==> config.mk <==
export PLATFORM = sky130hd
export DESIGN_NAME = data_mem_arbiter
export DESIGN_NICKNAME = d
export VERILOG_FILES = /design/src/rtl/data_mem_arbiter.sv
export SDC_FILE = /design/constraint.sdc
export NUM_CORES = 1
export LEC_CHECK = 0
export BUFFER_PORTS_ARGS = -buffer_cell sky130_fd_sc_hd__buf_2
export CORE_MARGIN = 3
export CORE_UTILIZATION = 40
export CTS_CLUSTER_DIAMETER = 120
export DETAILED_ROUTE_END_ITERATION = 12
export HOLD_SLACK_MARGIN = 0.12
export PLACE_DENSITY = 0.92
export SLEW_MARGIN = 20
export SYNTH_ARGS = -nofsm -noshare
export SYNTH_HDL_FRONTEND = slang
export SYNTH_SLANG_ARGS = --single-unit
==> constraint.sdc <==
create_clock -name clk -period 1.56 [get_ports clk]
set_input_delay 0.156 -clock clk [delete_from_list [all_inputs] [get_ports clk]]
set_output_delay 0.156 -clock clk [all_outputs]
set_load 0.01 [all_outputs]
==> src/rtl/data_mem_arbiter.sv <==
// data_mem_arbiter: shares the single-port data RAM between the cpu
// data port and one external master, with a bounded-wait forced grant.
module data_mem_arbiter #(
    parameter int ADDR_WIDTH = 15,
    parameter int DATA_WIDTH = 16,
    parameter int MAX_WAIT   = 4
) (
    input  logic                  clk,
    input  logic                  resetN,
    input  logic                  cpu_read_m,
    input  logic                  cpu_write_m,
    input  logic [ADDR_WIDTH-1:0] cpu_addr,
    input  logic [DATA_WIDTH-1:0] cpu_out_m,
    output logic [DATA_WIDTH-1:0] cpu_in_m,
    output logic                  cpu_stall,
    input  logic                  ext_req,
    input  logic                  ext_we,
    input  logic [ADDR_WIDTH-1:0] ext_addr,
    input  logic [DATA_WIDTH-1:0] ext_wdata,
    output logic                  ext_gnt,
    output logic                  ext_rvalid,
    output logic [DATA_WIDTH-1:0] ext_rdata,
    output logic [ADDR_WIDTH-1:0] ram_addr,
    output logic                  ram_we,
    output logic [DATA_WIDTH-1:0] ram_wdata,
    input  logic [DATA_WIDTH-1:0] ram_rdata
);

    localparam logic [0:0] IDLE   = 1'b0;
    localparam logic [0:0] CPU_RD = 1'b1;

    localparam int CW = $clog2(MAX_WAIT + 1);
    localparam logic [CW-1:0] WAIT_MAX = CW'(MAX_WAIT);

    logic [0:0]    state_q;
    logic [0:0]    state_d;
    logic [CW-1:0] wait_cnt_q;
    logic [CW-1:0] wait_cnt_d;
    logic          ext_rvalid_q;
    logic          ext_rvalid_d;

    logic          forced;
    logic          gnt_raw;
    logic          we_raw;

    // The external master wins outright once it has waited MAX_WAIT cycles.
    assign forced = (state_q == IDLE) && ext_req && (wait_cnt_q == WAIT_MAX);

    // Stall never looks at cpu_write_m: the cpu gates its write with stall.
    assign cpu_stall = forced || ((state_q == IDLE) && cpu_read_m);

    // Read data goes straight to both masters; each knows when it is valid.
    assign cpu_in_m   = ram_rdata;
    assign ext_rdata  = ram_rdata;
    assign ext_rvalid = ext_rvalid_q;

    // Grants and writes are blocked for as long as reset is held.
    assign ext_gnt = gnt_raw & resetN;
    assign ram_we  = we_raw & resetN;

    // Slot ownership: picks who drives the RAM this cycle and the next state.
    always_comb begin
        state_d   = state_q;
        ram_addr  = cpu_addr;
        ram_wdata = cpu_out_m;
        we_raw    = 1'b0;
        gnt_raw   = 1'b0;
        case (state_q)
            IDLE: begin
                if (forced) begin
                    gnt_raw   = 1'b1;
                    ram_addr  = ext_addr;
                    ram_wdata = ext_wdata;
                    we_raw    = ext_we;
                end else if (cpu_read_m) begin
                    state_d = CPU_RD;
                end else if (cpu_write_m) begin
                    we_raw = 1'b1;
                end else if (ext_req) begin
                    gnt_raw   = 1'b1;
                    ram_addr  = ext_addr;
                    ram_wdata = ext_wdata;
                    we_raw    = ext_we;
                end
            end
            CPU_RD: begin
                state_d = IDLE;
                if (cpu_write_m) begin
                    we_raw = 1'b1;
                end else if (ext_req) begin
                    gnt_raw   = 1'b1;
                    ram_addr  = ext_addr;
                    ram_wdata = ext_wdata;
                    we_raw    = ext_we;
                end
            end
            default: begin
                state_d = IDLE;
            end
        endcase
    end

    // Wait counter saturates so a forced grant stays armed while deferred.
    always_comb begin
        wait_cnt_d = wait_cnt_q;
        if (!ext_req || ext_gnt) begin
            wait_cnt_d = '0;
        end else if (wait_cnt_q != WAIT_MAX) begin
            wait_cnt_d = wait_cnt_q + CW'(1);
        end
        ext_rvalid_d = ext_gnt && !ext_we;
    end

    // State, wait counter and external read-valid registers.
    always_ff @(posedge clk or negedge resetN) begin
        if (!resetN) begin
            state_q      <= IDLE;
            wait_cnt_q   <= '0;
            ext_rvalid_q <= 1'b0;
        end else begin
            state_q      <= state_d;
            wait_cnt_q   <= wait_cnt_d;
            ext_rvalid_q <= ext_rvalid_d;
        end
    end

endmodule

==> impl_metrics.csv, run 1 <==
group,metric,value,unit
placement,numPortBuffers,102,
timing,fin_crit_sh,1.20,
timing,fmax,0.536,GHz
cells_and_area,fillers,374,
global_routing,grt_pass1_vias,2142,
logic_synthesis,synth_area_per_cell,7.98,µm²
detailed_routing,wl_met1,2610,µm
logic_synthesis,synth_xor_area_frac,0.00485,
logic_synthesis,yosys.area_share.simple,0.207,
floorplanning,die_w,73.2,µm
detailed_routing,wl_met3,462,µm
logic_synthesis,ys_top_cells_by_area,"mux2i_1 (17%), buf_4 (15%), and4_1 (15%)",
logic_synthesis,synth_cells,226,
critical_path,slowest_delay,380,ps
detailed_routing,highest_layer,"met4",
pwr,power_density,488,nW/µm²
logic_synthesis,syn-num-nets,312,
timing,drv_slew,0,
logic_synthesis,ys.flop_type,"dfrtp_1",
global_routing,grt_remaining_overflow,0,
floorplanning,io_pins,151,
logic_synthesis,async_reset_ff_frac,1.00,
cells_and_area,layout_commonest_cell,"buf_2",
timing,layout_setup_ws,-306,ps
floorplanning,dieArea,5350,µm²
critical_path,path_class,"reg -> out",
detailed_routing,wire_per_inst,18.3,µm
critical_path,worstReg2RegStart,"wait_cnt_q[1]",
logic_synthesis,synth_top_family_by_area,"compound AO/OA/AOI/OAI gates",
global_routing,grt_max_degree,37,
critical_path,r2r_cells,8,
cells_and_area,nets,387,
clocking,clkSinkCount,5,
clocking,insertion_delay,230,ps
placement,place_inst,340,
global_routing,grt_first_pass_wirelength,9670,µm
clocking,root_buffer,"clkbuf_8",
logic_synthesis,synth.top_cell.area_share,0.172,
logic_synthesis,synthMuxAreaShare,0.172,
logic_synthesis,synth_edf_count,0,
pwr,p_total,0.00122,W
critical_path,crit_chain,"inv_2, ha_4, nand3_4, buf_6, buf_12, a31oi_1, o32ai_1, buf_2",
timing,finalSetupViolCount,34,
pwr,p_leak,1.10,nW
cells_and_area,final_cells,350,
logic_synthesis,ys_types,33,
detailed_routing,first_pass_iters,4,
outcome,status,"finished, violations left",
timing,slew_headroom,0.681,
detailed_routing,antenna_left,0,
timing,rsz0062_at_grt,"yes",
clocking,clock_path_buffers,2,
detailed_routing,vias,2275,
critical_path,slowest_stage,"dfrtp_1",
logic_synthesis,yosysTopAreaCell,"mux2i_1",
detailed_routing,drt_wl_total,6410,µm
critical_path,worst-path-max-fanout,11,
logic_synthesis,ys_seq_area_frac,0.0693,
timing,worst_pin_slew,477,ps
timing,period_minus_slack,1870,ps
clocking,cts.htree.levels,1,
timing,finalHoldViolCount,0,
floorplanning,core,4170,µm²
critical_path,endpoint,"ram_addr[5]",
critical_path,worst_setup_path_start_kind,"flop",
critical_path,reg2reg_to,"wait_cnt_q[1]",
logic_synthesis,synth_compound_area_frac,0.298,
critical_path,critPathLaunch,"wait_cnt_q[0]",
placement,place_hpwl,4180,µm
pwr,vdd_ir_drop_max,531,µV
logic_synthesis,ys_warn_count,0,
critical_path,ff2ff_setup_slack,60,ps
global_routing,antenna_found_initial,0,
logic_synthesis,synth.cell_area,1800,µm²
clocking,numCtsBuffers,3,
critical_path,cp.required,1400,ps
detailed_routing,first_iter_violations,79,
timing,finClkSkew,1.11,ps
floorplanning,initial_utilization,0.432,
detailed_routing,wl_met2,3190,µm
detailed_routing,via_per_inst,6.50,
floorplanning,die_height,73.2,µm
logic_synthesis,ys_ff_latch,5,
global_routing,grt.total_usage,0.223,
critical_path,cp.arrival,1710,ps
clocking,cts_tree,"done",
cells_and_area,antenna_cells,0,
cells_and_area,final_layout_size_suffix_gt1_frac,0.510,
clocking,clkSlewWorstSetupHoldPaths,40,ps
detailed_routing,drcViolationCount,0,
hold_path,hold_path_class,"in -> reg",
cells_and_area,area_delta_synth_final,38.7,%
placement,globalplace.congestion,0.787,
logic_synthesis,synth_fa_ha_area_frac,0.0139,
cells_and_area,mostFrequentLayoutCells,"buf_2 (102), mux2i_1 (31), and4_1 (29), a31oi_1 (29), o32ai_1 (29)",
flow_run,cap_violations,0,
floorplanning,fp-row-count,23,
outcome,violations,"setup timing",
critical_path,crit_path_end_kind,"output port",
-- area by class of cell --
cell class / count / area, µm² / share of cell area
multi-input combinational: 154 / 1370 / 0.546
sequential: 5 / 125 / 0.0500
timing repair buffer: 132 / 883 / 0.353
inverter: 5 / 18.8 / 0.00750
clock buffer: 4 / 45.0 / 0.0180
tap: 50 / 62.6 / 0.0250
-- worst min-delay path by stage --
| stage | slack, ps | endpoint | start | cells after the start |
|---|---|---|---|---|
| floorplan | -140 | ext_rvalid | resetN | 0 |
| global placement | 8 | state_q | resetN | 1 |
| detailed placement | 20 | state_q | resetN | 1 |
| CTS | 240 | ext_rvalid | ext_we | 2 |
| global route | 240 | ext_rvalid | ext_we | 2 |
| finish | 240 | ext_rvalid | ext_we | 2 |
-- synth_stat cells (3+ instances only) --
cell type / n
buf_2: 5
a31oi_1: 30
buf_6: 3
a211oi_1: 3
o32ai_1: 30
nand2_1: 3
inv_1: 5
clkbuf_1: 17
mux2i_1: 31
nor2_1: 4
dfrtp_1: 5
buf_4: 37
and4_1: 30
-- repair_timing --
item	4_1_cts	5_1_grt
gates resized for setup	17	7
gates cloned	1	2
hold buffers	1	0
hold endpoints to repair	5	0
buffers inserted	2	0
endpoints found under the setup margin	35	35
pin swaps	18	10
-- flip-flops by register name, summed over array words and instances, names as in the netlist --
register	flops
state_q	1
ext_rvalid	1
wait_cnt_q	3
-- stage by stage --
step	hold slack (ps)	setup WS (ps)	cell area, µm²	TNS [ps]	util
6_report	238	-306	2500	-8520	0.600
5_1_grt	241	-357	2500	-10980	0.600
3_3_place_gp	7.66	-434	2260	-12300	0.542
2_1_floorplan	-140	-7.46	1800	-216	-
3_5_place_dp	18.0	-158	2270	-3470	0.543
4_1_cts	235	-263	2410	-7670	0.579
-- worst max-delay path: cells and delay by family (launching register included) --
family,cells,cell delay (ps)
buffers and inverters,4,520
DFF,1,380
and+or+nand+nor,1,110
adders and majority gates,1,190
AOI/OAI and AO/OA,2,270
-- logic make-up after synthesis --
logic type	Yosys count
buffers and inverters	68
AND/OR/NAND/NOR	48
AO/OA/AOI/OAI	71
adder cells (fa/ha/maj)	2
multiplexers	31
flip-flops	5
XOR/XNOR	1
-- routing by layer --
metal	vias up	GRT usage
met5	-	0
met4	0	0.0902
met3	29	0.0207
met2	116	0.420
met1	1080	0.253
li1	1050	-
-- report_power, final --
part / switching, W / internal, W
clock network: 0.0000769 / 0.000177
registers: 0.00000892 / 0.000140
logic: 0.000409 / 0.000410
Note: power is estimated with default switching activity, not from simulation.
==> run 2: changes to the inputs <==
--- a/config.mk
+++ b/config.mk
@@ -7,11 +7,12 @@
 export LEC_CHECK = 0
 export BUFFER_PORTS_ARGS = -buffer_cell sky130_fd_sc_hd__buf_2
 export CORE_MARGIN = 3
-export CORE_UTILIZATION = 40
+export CORE_UTILIZATION = 43
 export CTS_CLUSTER_DIAMETER = 120
 export DETAILED_ROUTE_END_ITERATION = 12
 export HOLD_SLACK_MARGIN = 0.12
-export PLACE_DENSITY = 0.92
+export PLACE_DENSITY = 0.95
+export RECOVER_POWER = 50
 export SLEW_MARGIN = 20
 export SYNTH_ARGS = -nofsm -noshare
 export SYNTH_HDL_FRONTEND = slang
==> constraint.sdc (replaced) <==
create_clock -name clk -period 2.4 [get_ports clk]
set_input_delay 0.24 -clock clk [delete_from_list [all_inputs] [get_ports clk]]
set_output_delay 0.24 -clock clk [all_outputs]
set_load 0.01 [all_outputs]
==> impl_metrics.csv, run 2 (synthesis gave the netlist of run 1 again) <==
group,metric,value,unit
detailed_routing,via_per_inst,6.52,
critical_path,worst-path-max-fanout,34,
clocking,clock_path_buffers,2,
floorplanning,initial_utilization,0.468,
cells_and_area,largest_register_ffs,3,
detailed_routing,drcViolationCount,0,
global_routing,grt.total_usage,0.206,
timing,fin_setup_tns,0,ps
global_routing,grt_first_pass_wirelength,8790,µm
floorplanning,io_pins,151,
critical_path,cp.arrival,1950,ps
pwr,power_density,309,nW/µm²
floorplanning,dieArea,5010,µm²
pwr,vdd_ir_drop_max,283,µV
timing,slew_headroom,0.549,
cells_and_area,antenna_cells,0,
floorplanning,fp-row-count,22,
cells_and_area,mostFrequentLayoutCells,"buf_2 (100), mux2i_1 (31), and4_1 (30), a31oi_1 (30), o32ai_1 (30)",
placement,numPortBuffers,102,
placement,place_hpwl,3810,µm
detailed_routing,first_iter_violations,132,
detailed_routing,first_pass_iters,4,
clocking,clkSinkCount,5,
cells_and_area,final_layout_size_suffix_gt1_frac,0.427,
timing,layout_setup_ws,211,ps
timing,worst_pin_slew,674,ps
global_routing,grt_remaining_overflow,0,
cells_and_area,fillers,367,
outcome,status,"completed",
timing,finClkSkew,1.32,ps
clocking,clkSlewWorstSetupHoldPaths,40,ps
floorplanning,core,3850,µm²
clocking,cts.htree.levels,1,
clocking,numCtsBuffers,3,
flow_run,cap_violations,0,
cells_and_area,area_delta_synth_final,17.9,%
clocking,root_buffer,"clkbuf_8",
cells_and_area,regMostFlops,"wait_cnt_q",
timing,fin_crit_sh,0.912,
critical_path,cp.required,2160,ps
clocking,insertion_delay,220,ps
timing,drv_slew,0,
critical_path,path_class,"reg -> out",
detailed_routing,wire_per_inst,17.3,µm
cells_and_area,layout_commonest_cell,"buf_2",
timing,finalHoldViolCount,0,
detailed_routing,drt_wl_total,5700,µm
global_routing,grt_pass1_vias,1990,
cells_and_area,seqCellArea,125,µm²
timing,finalSetupViolCount,0,
timing,period_minus_slack,2190,ps
detailed_routing,vias,2145,
timing,rsz0062_at_grt,"no",
cells_and_area,multi_input_area,1280,µm²
clocking,cts_setup_buffers,0,
timing,hold_slack,332,ps
placement,dp_slack,84.7,ps
timing,fmax,0.457,GHz
global_routing,antenna_found_initial,0,
detailed_routing,antenna_left,0,
critical_path,worst_setup_path_start_kind,"flop",
cells_and_area,nets,368,
critical_path,crit_path_end_kind,"output port",
pwr,p_leak,0.937,nW
placement,globalplace.congestion,0.775,
clocking,cts_tree,"done",
global_routing,grt_max_degree,37,
floorplanning,die_w,70.8,µm
floorplanning,die_height,70.8,µm
hold_path,hold_path_class,"in -> reg",
==> run 2: path summary, 6_finish.rpt <==
| kind | from | endpoint | slack, ps | cells past startpoint |
|---|---|---|---|---|
| min in group asynchronous | resetN | wait_cnt_q[0] | 490 | 2 |
| hold reg to reg | wait_cnt_q[1] | wait_cnt_q[1] | 600 | 2 |
| setup reg to reg | wait_cnt_q[0] | ext_rvalid | 710 | 6 |
| hold / removal | ext_we | ext_rvalid | 330 | 2 |
| max in group asynchronous | resetN | wait_cnt_q[1] | 1570 | 2 |
| setup / recovery | wait_cnt_q[0] | ram_addr[13] | 210 | 7 |
==> run 2: timing repair <==
action | 4_1_cts | 5_1_grt
setup endpoints to repair | 30 | 0
hold buffers | 1 | 0
hold endpoints to repair | 5 | 0
resized for setup | 1 | 0
==> run 2: power by group <==
| part | total [W] | switching, W | internal, W |
|---|---|---|---|
| Combinational | 0.000403 | 0.000225 | 0.000178 |
| Clock | 0.000156 | 0.0000419 | 0.000114 |
| Sequential | 0.0000981 | 0.00000689 | 0.0000912 |
| Total | 0.000657 | 0.000274 | 0.000383 |
==> run 2: final cells by class <==
class | instances | share of cell area
Clock buffer | 4 | 0.0212
Inverter | 5 | 0.00882
Multi-Input combinational cell | 154 | 0.604
Sequential cell | 5 | 0.0588
Tap cell | 48 | 0.0282
Timing Repair Buffer | 113 | 0.279
==> run 2: metal layers <==
metal  vias to the layer above  wire length [µm]  part of all wire  global-route usage
met5                         -                 0                 0                   0
met4                         0               101             0.018               0.111
met3                        15               535             0.094              0.0156
met2                       119              2770              0.49               0.358
met1                      1008              2290              0.40               0.250
li1                       1003                 -                 -                   -
==> run 2: through the flow <==
stage	utilization	total power [W]	cells	instance area, µm²
floorplan	-	0.000390	226	1800
detailed placement	0.534	0.000496	323	2060
global placement	0.534	0.000486	323	2060
finish	0.552	0.000657	329	2130
global route	0.552	0.000699	329	2130
CTS	0.553	0.000658	329	2130
==> run 2: critical path: stages, from the launching register on <==
cell and delay, ps:
dfrtp_1 400, inv_1 70, ha_1 170, buf_4 310, and3_1 290, a211oi_1 60, a221oi_1 240, buf_2 190
==> run 3: changes to the inputs <==
--- a/config.mk
+++ b/config.mk
@@ -7,11 +7,11 @@
 export LEC_CHECK = 0
 export BUFFER_PORTS_ARGS = -buffer_cell sky130_fd_sc_hd__buf_2
 export CORE_MARGIN = 3
-export CORE_UTILIZATION = 43
+export CORE_UTILIZATION = 30
 export CTS_CLUSTER_DIAMETER = 120
 export DETAILED_ROUTE_END_ITERATION = 12
 export HOLD_SLACK_MARGIN = 0.12
-export PLACE_DENSITY = 0.95
+export PLACE_DENSITY = 0.74
 export RECOVER_POWER = 50
 export SLEW_MARGIN = 20
 export SYNTH_ARGS = -nofsm -noshare
==> constraint.sdc (replaced) <==
create_clock -name clk -period 2.4 [get_ports clk]
set_input_delay 0.36 -clock clk [delete_from_list [all_inputs] [get_ports clk]]
set_output_delay 0.36 -clock clk [all_outputs]
set_load 0.01 [all_outputs]
==> impl_metrics.csv, run 3 (synthesis gave the netlist of run 1 again) <==
group,metric,value,unit
outcome,status,"completed",
floorplanning,dieArea,6980,µm²
clocking,cts_setup_buffers,0,
clocking,numCtsBuffers,3,
timing,fmax,0.446,GHz
timing,period_minus_slack,2240,ps
pwr,swShare,0.416,
cells_and_area,final_cells,358,
critical_path,worstReg2RegStart,"wait_cnt_q[0]",
timing,finClkSkew,2.85,ps
global_routing,antenna_found_initial,0,
global_routing,grt_first_pass_wirelength,9650,µm
timing,finalSetupViolCount,0,
hold_path,hold_path_class,"in -> reg",
detailed_routing,via_per_inst,6.01,
critical_path,worst_setup_path_start_kind,"flop",
timing,slew_headroom,0.625,
pwr,p_comb_frac,0.618,
detailed_routing,antenna_left,0,
critical_path,worst-path-max-fanout,17,
clocking,clock_path_buffers,2,
cells_and_area,antenna_cells,0,
cells_and_area,nets,373,
cells_and_area,area_delta_synth_final,21.6,%
floorplanning,die_height,83.6,µm
clocking,root_buffer,"clkbuf_8",
timing,fin_crit_sh,0.934,
clocking,cts_tree,"done",
placement,numPortBuffers,102,
clocking,cts.htree.levels,1,
timing,rsz0062_at_grt,"no",
pwr,clkPwrFrac,0.239,
critical_path,ff2ff_setup_slack,770,ps
placement,dpl_cell_area,2130,µm²
timing,drv_slew,0,
critical_path,reg2reg_to,"ext_rvalid",
placement,place_hpwl,4180,µm
floorplanning,initial_utilization,0.318,
timing,finalHoldViolCount,0,
pwr,p_seq_frac,0.143,
placement,globalplace.congestion,0.764,
detailed_routing,drt_wl_total,5890,µm
timing,fin_setup_tns,0,ps
floorplanning,fp-row-count,27,
flow_run,cap_violations,0,
floorplanning,die_w,83.6,µm
floorplanning,core,5680,µm²
detailed_routing,drcViolationCount,0,
global_routing,grt.total_usage,0.159,
pwr,p_leak,0.966,nW
critical_path,crit_path_end_kind,"output port",
cells_and_area,finalInstanceArea,2190,µm²
cells_and_area,final_layout_size_suffix_gt1_frac,0.437,
critical_path,path_class,"reg -> out",
clocking,clkSinkCount,5,
cells_and_area,regMostFlops,"wait_cnt_q",
global_routing,grt_pass1_vias,2165,
critical_path,critPathLaunch,"wait_cnt_q[0]",
detailed_routing,wire_per_inst,16.4,µm
cells_and_area,layout_commonest_cell,"buf_2",
critical_path,r2r_cells,6,
detailed_routing,first_pass_iters,4,
cells_and_area,largest_register_ffs,3,
placement,place_inst,353,
global_routing,grt_max_degree,38,
pwr,power_density,306,nW/µm²
pwr,p_switching,0.000279,W
timing,hold_slack,454,ps
pwr,p_int,0.000392,W
detailed_routing,first_iter_violations,74,
timing,worst_pin_slew,561,ps
detailed_routing,vias,2150,
pwr,vdd_ir_drop_max,173,µV
critical_path,cp.required,2040,ps
clocking,insertion_delay,230,ps
global_routing,grt_remaining_overflow,0,
critical_path,cp.arrival,1880,ps
floorplanning,io_pins,151,
cells_and_area,mostFrequentLayoutCells,"buf_2 (100), mux2i_1 (31), and4_1 (30), a31oi_1 (30), o32ai_1 (30)",
clocking,clkSlewWorstSetupHoldPaths,40,ps
critical_path,endpoint,"ext_gnt",
==> run 3: worst min path at each step <==
stage                start    endpoint  slack (ps)  cells past startpoint
global placement    resetN     state_q         210                      1
detailed placement  resetN     state_q         210                      1
floorplan           resetN  ext_rvalid          60                      0
finish              ext_we  ext_rvalid         450                      2
CTS                 ext_we  ext_rvalid         450                      2
global route        ext_we  ext_rvalid         460                      2
==> run 3: what timing repair did <==
action                                 in CTS  in global routing
resized for setup                           1                  1
endpoints found under the hold margin       5                  0
hold buffers                                1                  0
setup endpoints to repair                  11                  1
==> run 3: final cells by class <==
cell class / count / area [µm²]
flip-flops and latches: 5 / 125
clock buffers: 4 / 45.0
well taps: 72 / 90.1
repair buffers: 119 / 642
inverters: 5 / 18.8
fillers: 597 / 3480
multi-input cells: 153 / 1270
==> run 3: per-layer routing <==
layer | vias up | global-route usage | part of all wire
li1 | 1011 | - | -
met4 | 0 | 0.0541 | 0.0078
met5 | - | 0 | 0
met2 | 97 | 0.287 | 0.48
met1 | 1031 | 0.186 | 0.43
met3 | 11 | 0.0336 | 0.085
==> run 3: per-stage QoR <==
step	worst slack, ps	utilization	total power [W]
6_report	158	0.387	0.000671
5_1_grt	33.0	0.387	0.000720
4_1_cts	124	0.386	0.000677
3_5_place_dp	14.6	0.376	0.000509
3_3_place_gp	127	0.376	0.000499
2_1_floorplan	629	-	0.000390
==> run 3: critical path: stages (launching register included) <==
cell and delay (ps):
dfrtp_1 410, inv_1 70, ha_1 200, buf_4 220, nand2_1 160, o2bb2ai_2 280
and3_1 190, buf_2 130
==> run 3: power by group through the flow <==
stage / combinational, W / clock (W) / sequential, W
6_report: 0.000415 / 0.000160 / 0.0000961
5_1_grt: 0.000456 / 0.000167 / 0.0000969
4_1_cts: 0.000416 / 0.000165 / 0.0000962
3_5_place_dp: 0.000412 / 0 / 0.0000973
3_3_place_gp: 0.000402 / 0 / 0.0000970
2_1_floorplan: 0.000293 / 0 / 0.0000966
